## src/rtl/tqvp_alonso_rsa_dec_if.sv

```systemverilog
// Register bus between the TinyQV core and the RSA decryption peripheral.
// The core is the master; the peripheral answers reads combinationally.
interface tqvp_alonso_rsa_dec_if;
    logic [3:0] address;
    logic       data_write;
    logic [7:0] data_in;
    logic [7:0] data_out;

    modport master (
        output address,
        output data_write,
        output data_in,
        input  data_out
    );

    modport slave (
        input  address,
        input  data_write,
        input  data_in,
        output data_out
    );
endinterface

```

## src/rtl/tqvp_alonso_rsa_dec.sv

```systemverilog
// 8-bit RSA decryption peripheral: RESULT = CIPHER^DEXP mod MODN.
// Left-to-right square-and-multiply, each modular multiply done bit-serially over 8 clocks.
module tqvp_alonso_rsa_dec (
    input  logic                        clk,
    input  logic                        rst_n,
    input  logic [7:0]                  ui_in,
    output logic [7:0]                  uo_out,
    tqvp_alonso_rsa_dec_if.slave        bus
);

    typedef enum logic [1:0] {IDLE, SQR, MUL} state_t;

    state_t     state;
    logic [7:0] test_reg;
    logic [7:0] cipher;
    logic [7:0] dexp;
    logic [7:0] modn;
    logic [7:0] result;
    logic       done;
    logic       busy;
    logic       err;

    logic [7:0] c_s;
    logic [7:0] d_s;
    logic [7:0] n_s;
    logic [7:0] r;
    logic [7:0] acc;
    logic [2:0] bit_idx;
    logic [2:0] step;

    logic       cmd_write;
    logic       start_req;
    logic       abort_req;
    logic       operands_bad;

    logic [7:0] mul_b;
    logic       b_bit;
    logic [8:0] n9;
    logic [8:0] dbl;
    logic [8:0] dbl_red;
    logic [8:0] sum;
    logic [7:0] acc_next;
    logic [7:0] read_data;
    logic       unused_in;

    assign unused_in    = ^ui_in;
    assign cmd_write    = bus.data_write && (bus.address == 4'h1);
    assign start_req    = cmd_write && bus.data_in[0];
    assign abort_req    = cmd_write && bus.data_in[1];
    assign operands_bad = (modn < 8'd2) || (cipher >= modn);

    // One interleaved step: double-and-reduce, then conditionally add r and reduce.
    // Operands stay below N, so a single subtraction always suffices.
    always_comb begin
        mul_b   = (state == MUL) ? c_s : r;
        b_bit   = mul_b[step];
        n9      = {1'b0, n_s};
        dbl     = {acc, 1'b0};
        dbl_red = (dbl >= n9) ? (dbl - n9) : dbl;
        sum     = dbl_red + (b_bit ? {1'b0, r} : 9'd0);
        acc_next = (sum >= n9) ? 8'(sum - n9) : sum[7:0];
    end

    always_ff @(posedge clk) begin
        if (!rst_n) begin
            state    <= IDLE;
            test_reg <= 8'h00;
            cipher   <= 8'h00;
            dexp     <= 8'h00;
            modn     <= 8'h00;
            result   <= 8'h00;
            done     <= 1'b0;
            busy     <= 1'b0;
            err      <= 1'b0;
            c_s      <= 8'h00;
            d_s      <= 8'h00;
            n_s      <= 8'h00;
            r        <= 8'h00;
            acc      <= 8'h00;
            bit_idx  <= 3'd0;
            step     <= 3'd0;
        end else begin
            if (bus.data_write) begin
                case (bus.address)
                    4'h0:    test_reg <= bus.data_in;
                    4'h2:    cipher   <= bus.data_in;
                    4'h3:    dexp     <= bus.data_in;
                    4'h4:    modn     <= bus.data_in;
                    default: ;
                endcase
            end

            case (state)
                IDLE: begin
                    if (start_req) begin
                        done <= 1'b0;
                        err  <= 1'b0;
                        if (operands_bad) begin
                            err    <= 1'b1;
                            done   <= 1'b1;
                            result <= 8'h00;
                        end else begin
                            c_s     <= cipher;
                            d_s     <= dexp;
                            n_s     <= modn;
                            r       <= 8'd1;
                            acc     <= 8'h00;
                            bit_idx <= 3'd7;
                            step    <= 3'd7;
                            busy    <= 1'b1;
                            state   <= SQR;
                        end
                    end
                end
                SQR, MUL: begin
                    if (abort_req) begin
                        state <= IDLE;
                        busy  <= 1'b0;
                        done  <= 1'b0;
                        err   <= 1'b0;
                    end else begin
                        acc  <= acc_next;
                        step <= step - 3'd1;
                        // Last step of a multiply: commit R and pick the next operation.
                        if (step == 3'd0) begin
                            acc  <= 8'h00;
                            step <= 3'd7;
                            r    <= acc_next;
                            if ((state == SQR) && d_s[bit_idx]) begin
                                state <= MUL;
                            end else if (bit_idx == 3'd0) begin
                                result <= acc_next;
                                done   <= 1'b1;
                                busy   <= 1'b0;
                                state  <= IDLE;
                            end else begin
                                bit_idx <= bit_idx - 3'd1;
                                state   <= SQR;
                            end
                        end
                    end
                end
                default: state <= IDLE;
            endcase
        end
    end

    always_comb begin
        read_data = 8'h00;
        case (bus.address)
            4'h0:    read_data = test_reg;
            4'h2:    read_data = cipher;
            4'h3:    read_data = dexp;
            4'h4:    read_data = modn;
            4'h5:    read_data = result;
            4'h6:    read_data = {5'b00000, err, busy, done};
            default: read_data = 8'h00;
        endcase
    end

    assign bus.data_out = read_data;
    assign uo_out       = result;

endmodule
```

## src/flat_wrapper.sv

```systemverilog
// flat-port wrapper written by rule: the top's interface ports become plain ports
module tqvp_alonso_rsa_dec_flat 
  (clk, rst_n, ui_in, uo_out, bus_address, bus_data_write, bus_data_in, bus_data_out);
  tqvp_alonso_rsa_dec_if bus_i ();
  input  logic clk;
  input  logic rst_n;
  input  logic [7:0] ui_in;
  output logic [7:0] uo_out;
  input wire logic [$bits(bus_i.address)-1:0] bus_address;
  input wire logic [$bits(bus_i.data_write)-1:0] bus_data_write;
  input wire logic [$bits(bus_i.data_in)-1:0] bus_data_in;
  output wire logic [$bits(bus_i.data_out)-1:0] bus_data_out;
  assign bus_i.address = bus_address;
  assign bus_i.data_write = bus_data_write;
  assign bus_i.data_in = bus_data_in;
  assign bus_data_out = bus_i.data_out;
  tqvp_alonso_rsa_dec u_core (.clk(clk), .rst_n(rst_n), .ui_in(ui_in), .uo_out(uo_out), .bus(bus_i));
endmodule
```

## config.mk

```make
export PLATFORM = sky130hd
export DESIGN_NAME = tqvp_alonso_rsa_dec_flat
export DESIGN_NICKNAME = d
export VERILOG_FILES = /design/src/rtl/tqvp_alonso_rsa_dec_if.sv /design/src/rtl/tqvp_alonso_rsa_dec.sv /design/src/flat_wrapper.sv
export SDC_FILE = /design/constraint.sdc
export NUM_CORES = 1
export LEC_CHECK = 0
export BUFFER_PORTS_ARGS = -buffer_cell sky130_fd_sc_hd__clkbuf_2
export CORE_MARGIN = 4
export CORE_UTILIZATION = 46
export DETAILED_ROUTE_END_ITERATION = 8
export HOLD_SLACK_MARGIN = 0.12
export PLACE_DENSITY_LB_ADDON = 0.08
export SYNTH_ARGS = -nofsm -noshare
export SYNTH_HDL_FRONTEND = slang
export SYNTH_SLANG_ARGS = --single-unit
export TNS_END_PERCENT = 100
```

## constraint.sdc

```tcl
create_clock -name clk -period 13.8 [get_ports clk]
set_input_delay 1.38 -clock clk [delete_from_list [all_inputs] [get_ports clk]]
set_output_delay 1.38 -clock clk [all_outputs]
set_load 0.1 [all_outputs]
```

==> flow_summary.json, run 1 <==
{
  "criticalPathCategory": "reg2reg",
  "grt_pass1_wl_mm": 25.4,
  "drtPass1Iterations": 8,
  "min_period_ns": 5.96,
  "numCtsBuffers": 9,
  "status": "complete, no violations",
  "r2r_start": "u_core.n_s[1]",
  "cts_tree": "yes",
  "synthTopCellsByArea": "dfxtp_1 33%, ha_1 9.0%, mux2i_1 8.4%",
  "die_w_um": 118,
  "grt_pass1_vias": 4829,
  "synth_cell_type_count": 64,
  "post_cts_resized": 0,
  "critPathLaunchType": "flop",
  "clk_path_buf_depth": 2,
  "synth_cells": 642,
  "syn-cell-area_sq_um": 5590,
  "drt_iter0_drc": 374,
  "p_per_area_nw_per_um2": 86.5,
  "drv_slew": 0,
  "grt_usage": 0.228,
  "post_cts_buffers": 0,
  "post-place-ws_ns": 7.91,
  "max-vdd-ir-drop_mv": 0.0724,
  "routed_wl_mm": 15.7,
  "required_ns": 14.02,
  "syn2layout_area_growth_pct": 9.74,
  "cts-htree-levels": 3,
  "critPathMaxFanout": 15,
  "synth_flop_cell": "dfxtp_1",
  "min_from": "u_core.test_reg[2]",
  "setup_viol": 0,
  "max_cap_viol_count": 0,
  "setup_ws_ns": 7.84,
  "avgSynthCellArea_sq_um": 8.71,
  "synth_edf_count": 0,
  "drc": 0,
  "grt_max_degree": 67,
  "final_antenna_net_count": 0,
  "die_h_um": 118,
  "worstSkewPairLatency_ns": 0.35,
  "dp_hpwl_mm": 12.1,
  "fin_setup_tns_ns": 0,
  "gp_congestion": 0.897,
  "layout-drive-gt1-share": 0.117,
  "hp-class": "reg2reg",
  "antenna_found_initial": 0,
  "port_buffers": 30,
  "synth.most_common_cell": "dfxtp_1",
  "clk_pin_slew_ns": 0.07,
  "start_util": 0.479,
  "finalNetCount": 727,
  "skew_ns": 0.00766,
  "wl_per_cell_um": 19.4,
  "root_buffer": "clkbuf_16",
  "cts_hold_buffers": 0,
  "ios": 39,
  "final-hold-violation-count": 0,
  "rows": 39,
  "max_freq_mhz": 168,
  "syn-num-nets": 708,
  "slew-limit-headroom": 0.242,
  "synth_top_area_frac": 0.326,
  "yosys.area.top_type": "dfxtp_1",
  "clock_sinks": 91,
  "n_antenna_cell": 0,
  "core_sq_um": 11700,
  "ys_top_cells_by_count": "91 x dfxtp_1, 66 x nor2_1, 47 x mux2i_1",
  "avgViaCountPerCell": 6.15,
  "worst_ep_arrival_time_ns": 6.18,
  "rsz0062_at_grt": "no",
  "p_total_uw": 531,
  "ys_ff_latch": 91,
  "grt-ovfl-total": 0,
  "worstMarginPinSlew_ns": 1.14,
  "p_leak_uw": 0.00261,
  "synth_seq_area_share": 0.326,
  "endpoint_kind": "flop",
  "yosysWarnings": 0,
  "final_util": 0.526,
  "postSynth.asyncResetShare": 0,
  "startpoint": "u_core.n_s[1]",
  "via_count": 4978,
  "timing.final.crit_share": 0.432,
  "die_area_sq_um": 14000
}
-- final cells by class --
class	count	area [sq um]
sequential	91	1820
timing repair buffer	35	188
inverter	40	150
fill	1116	5530
clock inverter	7	58.8
multi-input combinational	484	3510
tap	143	179
clock buffer	9	225
-- metal layers --
layer / track usage / vias up / share of wire / wire length, um
met4: 0.0535 / 0 / 0.0097 / 153
met2: 0.332 / 141 / 0.43 / 6800
met5: 0 / - / 0 / 0
met1: 0.342 / 2425 / 0.49 / 7730
li1: - / 2397 / - / -
met3: 0.0525 / 15 / 0.065 / 1020
-- report_power, final --
part	leakage (uW)	switching, uW	internal [uW]
sequential	0.000733	2.22	264
clock	0.000133	111	125
combinational	0.00174	20.2	8.36
-- cell usage in the layout, fill, tap and decap left out, types with 5 or more instances in the layout --
| cell | count |
|---|---|
| dfxtp_1 | 91 |
| nor2_1 | 66 |
| mux2i_1 | 47 |
| nand2_1 | 46 |
| ha_1 | 40 |
| inv_1 | 39 |
| a21oi_1 | 39 |
| nand3_1 | 33 |
| clkbuf_2 | 30 |
| o21ai_0 | 19 |
| a32o_1 | 15 |
| and2_1 | 14 |
| nor3_1 | 11 |
| nand4_1 | 11 |
| nor2b_1 | 10 |
| a22oi_1 | 10 |
| o21a_1 | 10 |
| clkbuf_16 | 9 |
| mux4_2 | 7 |
| a21o_1 | 7 |
| xnor2_1 | 7 |
| o31ai_1 | 7 |
| a31oi_1 | 6 |
| nand2b_1 | 6 |
| o211ai_1 | 5 |
| buf_4 | 5 |
-- critical path, stage by stage (launching register included) --
cell and delay (ns):
dfxtp_1 0.40, inv_1 0.12, ha_1 0.30, ha_1 0.21
a21oi_1 0.13, or3b_4 0.40, a211oi_4 0.57, mux2_2 0.43
fa_1 0.45, a21o_1 0.20, a221o_1 0.33, nor2_1 0.13
xnor2_1 0.26, ha_1 0.38, nand4_1 0.13, nor2_1 0.07
nor3b_1 0.23, mux2_2 0.37, mux2i_1 0.58, o21ai_0 0.15
-- cells by family (layout without fill, tap and decap cells) --
| group | after synthesis | count (layout) | share of synthesized area |
|---|---|---|---|
| DFF | 91 | 91 | 0.326 |
| buffers and inverters | 67 | 91 | 0.0470 |
| and+or+nand+nor | 222 | 222 | 0.199 |
| muxes | 56 | 56 | 0.116 |
| adders and majority gates | 43 | 43 | 0.100 |
| xor gates and xnor gates | 9 | 9 | 0.0141 |
| AOI/OAI and AO/OA | 154 | 154 | 0.198 |
-- path summary, 6_finish.rpt --
path	end	slack, ns	depth (start not counted)
setup reg to reg	u_core.uo_out[7]	7.84	19
hold reg to reg	u_core.test_reg[2]	0.46	2
setup / recovery	u_core.uo_out[7]	7.84	19
hold / removal	u_core.test_reg[2]	0.46	2
-- metrics by stage --
stage               std cells  instance area (sq um)  hold WS, ns
floorplan                 642                   5590        0.434
global placement          793                   5850        0.446
detailed placement        793                   5850        0.448
CTS                       809                   6130        0.458
global route              809                   6130        0.483
finish                    809                   6130        0.455
Power figures use the tool's default switching activity.
==> run 2: changes to the inputs <==
Clock period 13.8 ns to 4.8 ns, I/O delays scaled along.
==> run 2 against run 1 <==
  * The flow now finishes with violations (negative setup slack)
  * Worst setup slack got worse by 7.9 ns
  * Combinational power increased to 2.9 times the previous value
  * Worst hold slack got worse by 0.028 ns
  * Critical path depth unchanged
  * Clock skew increased by 0.0044 ns
  * Sequential cell count unchanged
  * Power increased to 2.8 times the previous value
  * Sequential share of layout area decreased by 2.9 points
  * Sequential power increased to 2.9 times the previous value
  * Clock-buffer cell count increased by 2
  * Maximum frequency increased by 23%
  * Highest routed layer unchanged
==> flow_summary.json, run 2 (same netlist as run 1, synthesis figures left out) <==
{
  "criticalPathCategory": "reg2reg",
  "cts_tree": "yes",
  "p_total_uw": 1510,
  "ios": 39,
  "wl_per_cell_um": 19.7,
  "status": "finished with violations",
  "final_common_cell": "dfxtp_1",
  "grt_pass1_vias": 5018,
  "core_sq_um": 11700,
  "max_cap_viol_count": 0,
  "p_leak_uw": 0.00298,
  "r2r_start": "u_core.n_s[2]",
  "r2r.worst_path.cells": 19,
  "avgViaCountPerCell": 6.06,
  "grt-ovfl-total": 0,
  "critPathLaunchType": "flop",
  "worstSkewPairLatency_ns": 0.34,
  "required_ns": 5.04,
  "fill_cells": 1048,
  "min_period_ns": 4.87,
  "finalNetCount": 791,
  "setup_ws_ns": -0.0678,
  "fin_setup_tns_ns": -0.464,
  "endpoint_kind": "flop",
  "grt_max_degree": 43,
  "via_count": 5278,
  "layout-drive-gt1-share": 0.234,
  "max_freq_mhz": 205,
  "whs_endpoint": "u_core.modn[4]",
  "hp-class": "in2reg",
  "critPathMaxFanout": 4,
  "worst_ep_arrival_time_ns": 5.10,
  "die_w_um": 118,
  "grt_pass1_wl_mm": 26.8,
  "rows": 39,
  "drc": 0,
  "min_from": "bus_data_in[4]",
  "die_h_um": 118,
  "numCtsBuffers": 9,
  "antenna_found_initial": 0,
  "timing.rr.end": "u_core.r[4]",
  "worstMarginPinSlew_ns": 1.03,
  "clk_path_buf_depth": 2,
  "setup_viol": 12,
  "violations": "negative setup slack",
  "hold_depth": 3,
  "cts_hold_buffers": 0,
  "drv_slew": 0,
  "slew-limit-headroom": 0.311,
  "drtPass1Iterations": 5,
  "p_per_area_nw_per_um2": 221,
  "cts-htree-levels": 3,
  "final-hold-violation-count": 0,
  "gp_congestion": 0.945,
  "routed_wl_mm": 17.1,
  "port_buffers": 30,
  "rsz0062_at_grt": "yes",
  "clk_pin_slew_ns": 0.07,
  "drt_iter0_drc": 344,
  "max-vdd-ir-drop_mv": 0.186,
  "die_area_sq_um": 14000,
  "post-place-ws_ns": -0.385,
  "n_antenna_cell": 0,
  "syn2layout_area_growth_pct": 21.8,
  "root_buffer": "clkbuf_16",
  "start_util": 0.479,
  "layout_common_cells": "88 x dfxtp_1, 64 x nor2_1, 63 x buf_4, 46 x mux2i_1, 46 x nand2_1",
  "grt_usage": 0.238,
  "timing.final.crit_share": 1.01,
  "r2r_slack_ns": -0.07,
  "dp_hpwl_mm": 13.2,
  "clock_sinks": 91,
  "final_antenna_net_count": 0,
  "skew_ns": 0.0121
}
==> run 2: how the worst max path moves through the flow <==
stage,start,endpoint
floorplan,u_core.n_s[1],u_core.uo_out[5]
global placement,u_core.n_s[1],u_core.acc[1]
detailed placement,u_core.n_s[2],u_core.acc[1]
CTS,u_core.n_s[1],u_core.uo_out[5]
global route,u_core.acc[0],u_core.r[4]
finish,u_core.n_s[2],u_core.r[4]
==> run 2: report_power, final <==
group | internal, uW | switching (uW)
clock | 362 | 294
sequential | 760 | 6.61
combinational | 25.2 | 58.3
total | 1150 | 359
==> run 2: area by class of cell <==
type | count | area, sq um | area share
Tap cell | 143 | 179 | 0.0263
Clock inverter | 3 | 25.0 | 0.00368
Timing Repair Buffer | 99 | 693 | 0.102
Sequential cell | 91 | 1830 | 0.268
Inverter | 40 | 150 | 0.0221
Clock buffer | 11 | 243 | 0.0357
Multi-Input combinational cell | 484 | 3690 | 0.542
==> run 2: critical path, stage by stage, from the launching register on <==
cell and delay, ns:
dfxtp_1 0.35, inv_2 0.07, ha_4 0.23, and3b_1 0.19, or3b_4 0.41, a211oi_4 0.34
mux2_4 0.37, fa_2 0.38, a21o_1 0.18, a221o_1 0.33, nor2_2 0.15, xnor2_2 0.15
ha_1 0.28, nand4_1 0.12, nor2_2 0.06, nor3b_2 0.25, mux2i_4 0.12, buf_6 0.14
or3_4 0.37, a32o_1 0.26
==> run 2: per-layer routing <==
metal / up-vias / share of wire / GRT usage
met3: 15 / 0.069 / 0.0549
met4: 0 / 0.0078 / 0.0447
met5: - / 0 / 0
li1: 2525 / - / -
met2: 153 / 0.43 / 0.351
met1: 2585 / 0.49 / 0.358
==> run 2: stage by stage <==
step / std cells / util / area [sq um] / hold WS (ns)
detailed placement: 846 / 0.540 / 6300 / 0.449
global route: 871 / 0.584 / 6810 / 0.437
finish: 871 / 0.584 / 6810 / 0.427
CTS: 863 / 0.569 / 6630 / 0.423
global placement: 846 / 0.540 / 6300 / 0.445
floorplan: 642 / - / 5640 / 0.434
==> run 2: repair_timing <==
| action | CTS | global route |
|---|---|---|
| gates cloned | 0 | 1 |
| setup endpoints to repair | 23 | 24 |
| gates resized for setup | 11 | 26 |
| pin swaps | 8 | 7 |
| buffers inserted | 3 | 7 |
==> run 3: changes to the inputs <==
Settings changed: CELL_PAD_IN_SITES_DETAIL_PLACEMENT set to 2, CELL_PAD_IN_SITES_GLOBAL_PLACEMENT set to 2, CORE_UTILIZATION 46 to 34, GPL_TIMING_DRIVEN set to 0, HOLD_SLACK_MARGIN 0.12 to 0.02.
==> run 3 against run 2 <==
  * The flow still finishes with violations (negative setup slack)
  * Via count down 1.1%
  * Power up 3.4%
  * Worst hold slack better by 0.0090 ns
  * Critical endpoint is now u_core.uo_out[2]
  * Largest power group unchanged
==> flow_summary.json, run 3 (same netlist as run 1, synthesis figures left out) <==
{
  "status": "finished with violations",
  "violations": "negative setup slack",
  "rsz0062_at_grt": "yes",
  "worstSkewPairLatency_ns": 0.35,
  "die_area_sq_um": 18600,
  "criticalPathCategory": "reg2reg",
  "layout-drive-gt1-share": 0.211,
  "min_period_ns": 5.12,
  "slew-limit-headroom": 0.357,
  "rows": 46,
  "drv_slew": 0,
  "avgViaCountPerCell": 5.63,
  "die_w_um": 136,
  "switching_share": 0.267,
  "wl_per_cell_um": 23.2,
  "drc": 0,
  "fin_setup_tns_ns": -6.14,
  "finalNetCount": 773,
  "root_buffer": "clkbuf_16",
  "max-vdd-ir-drop_mv": 0.140,
  "max_cap_viol_count": 0,
  "design_area_sq_um": 6840,
  "die_h_um": 136,
  "port_buffers": 25,
  "drtPass1Iterations": 4,
  "hp-class": "in2reg",
  "final_util": 0.428,
  "grt_pass1_wl_mm": 33.1,
  "grt-ovfl-total": 0,
  "clk_path_buf_depth": 2,
  "switchingPower_uw": 417,
  "via_count": 5222,
  "seqPwrFrac": 0.492,
  "clock_sinks": 91,
  "p_clk_frac": 0.451,
  "start_util": 0.349,
  "setup_viol": 24,
  "gp_congestion": 0.832,
  "postPlaceCellArea_sq_um": 6050,
  "worst_ep_arrival_time_ns": 5.36,
  "ios": 39,
  "p_total_uw": 1560,
  "routed_wl_mm": 21.6,
  "core_sq_um": 16000,
  "cts_hold_buffers": 0,
  "antenna_found_initial": 0,
  "final_common_cell": "dfxtp_1",
  "final_antenna_net_count": 0,
  "numCtsBuffers": 9,
  "worstMarginPinSlew_ns": 0.961,
  "cts-htree-levels": 3,
  "clk_pin_slew_ns": 0.07,
  "timing.final.crit_share": 1.07,
  "setup_ws_ns": -0.319,
  "drt_iter0_drc": 198,
  "critPathMaxFanout": 7,
  "intPower_uw": 1140,
  "syn2layout_area_growth_pct": 22.4,
  "dp_hpwl_mm": 16.4,
  "grt_pass1_vias": 5768,
  "combPwrFrac": 0.057,
  "cts_tree": "yes",
  "final-hold-violation-count": 0,
  "grt_max_degree": 17,
  "critPathLaunchType": "flop",
  "endpoint_kind": "flop",
  "layout_common_cells": "86 x dfxtp_1, 62 x nor2_1, 46 x nand2_1, 45 x mux2i_1, 38 x inv_1",
  "skew_ns": 0.00571,
  "n_antenna_cell": 0,
  "grt_usage": 0.236,
  "p_leak_uw": 0.00286,
  "required_ns": 5.04,
  "max_freq_mhz": 195,
  "p_per_area_nw_per_um2": 228,
  "holdWs_ns": 0.436
}
[run 3: critical path: stages (launching register included)]
cell and delay (ns):
dfxtp_4 0.37, inv_4 0.04, ha_4 0.21, ha_4 0.16, a21oi_2 0.12, or3b_4 0.40, a211oi_4 0.37, buf_8 0.18
nor2_4 0.04, ha_4 0.17, fa_2 0.37, a21o_1 0.22, a221o_1 0.38, nor2_4 0.18, xnor2_4 0.18, ha_4 0.27
nand4_1 0.09, nor2_2 0.06, nor3b_2 0.23, mux2i_2 0.14, buf_6 0.16, or3_4 0.36, a32o_2 0.28
[run 3: repair_timing]
item / CTS / global route
gates resized for setup: 48 / 17
pin swaps: 29 / 30
setup endpoints to repair: 24 / 24
buffers inserted: 20 / 9
[run 3: worst paths after layout]
path	from	to	slack, ns	cells after the start
worst min-delay path	bus_data_in[5]	u_core.modn[5]	0.44	3
worst max-delay path	u_core.n_s[1]	u_core.uo_out[2]	-0.32	22
worst min register to register	u_core.test_reg[7]	u_core.test_reg[7]	0.46	2
worst max register to register	u_core.n_s[1]	u_core.uo_out[2]	-0.32	22
[run 3: through the flow]
step / instances / setup WS, ns
floorplan: 642 / 0.00503
global placement: 883 / -0.925
detailed placement: 884 / -0.966
CTS: 919 / -0.238
global route: 928 / -0.484
finish: 928 / -0.319
[run 3: per-layer routing]
metal / vias up / track usage / part of all wire
met1: 2640 / 0.296 / 0.45
li1: 2488 / - / -
met3: 23 / 0.0322 / 0.030
met5: - / 0 / 0
met4: 0 / 0.0605 / 0.015
met2: 71 / 0.424 / 0.51
[run 3: final cells by class]
type	count	area, sq um
fill	1807	9160
buffer	26	130
sequential	91	1830
inverter	40	153
clock buffer	10	229
tap	216	270
clock inverter	6	50.0
multi-input combinational	484	3820
timing repair buffer	55	362
[run 3: power groups by stage]
stage | sequential, uW | clock (uW) | combinational, uW
5_1_grt | 767 | 742 | 97.0
3_5_place_dp | 784 | 0 | 89.1
4_1_cts | 766 | 717 | 89.2
3_3_place_gp | 784 | 0 | 85.9
2_1_floorplan | 781 | 0 | 55.9
6_report | 766 | 703 | 88.8
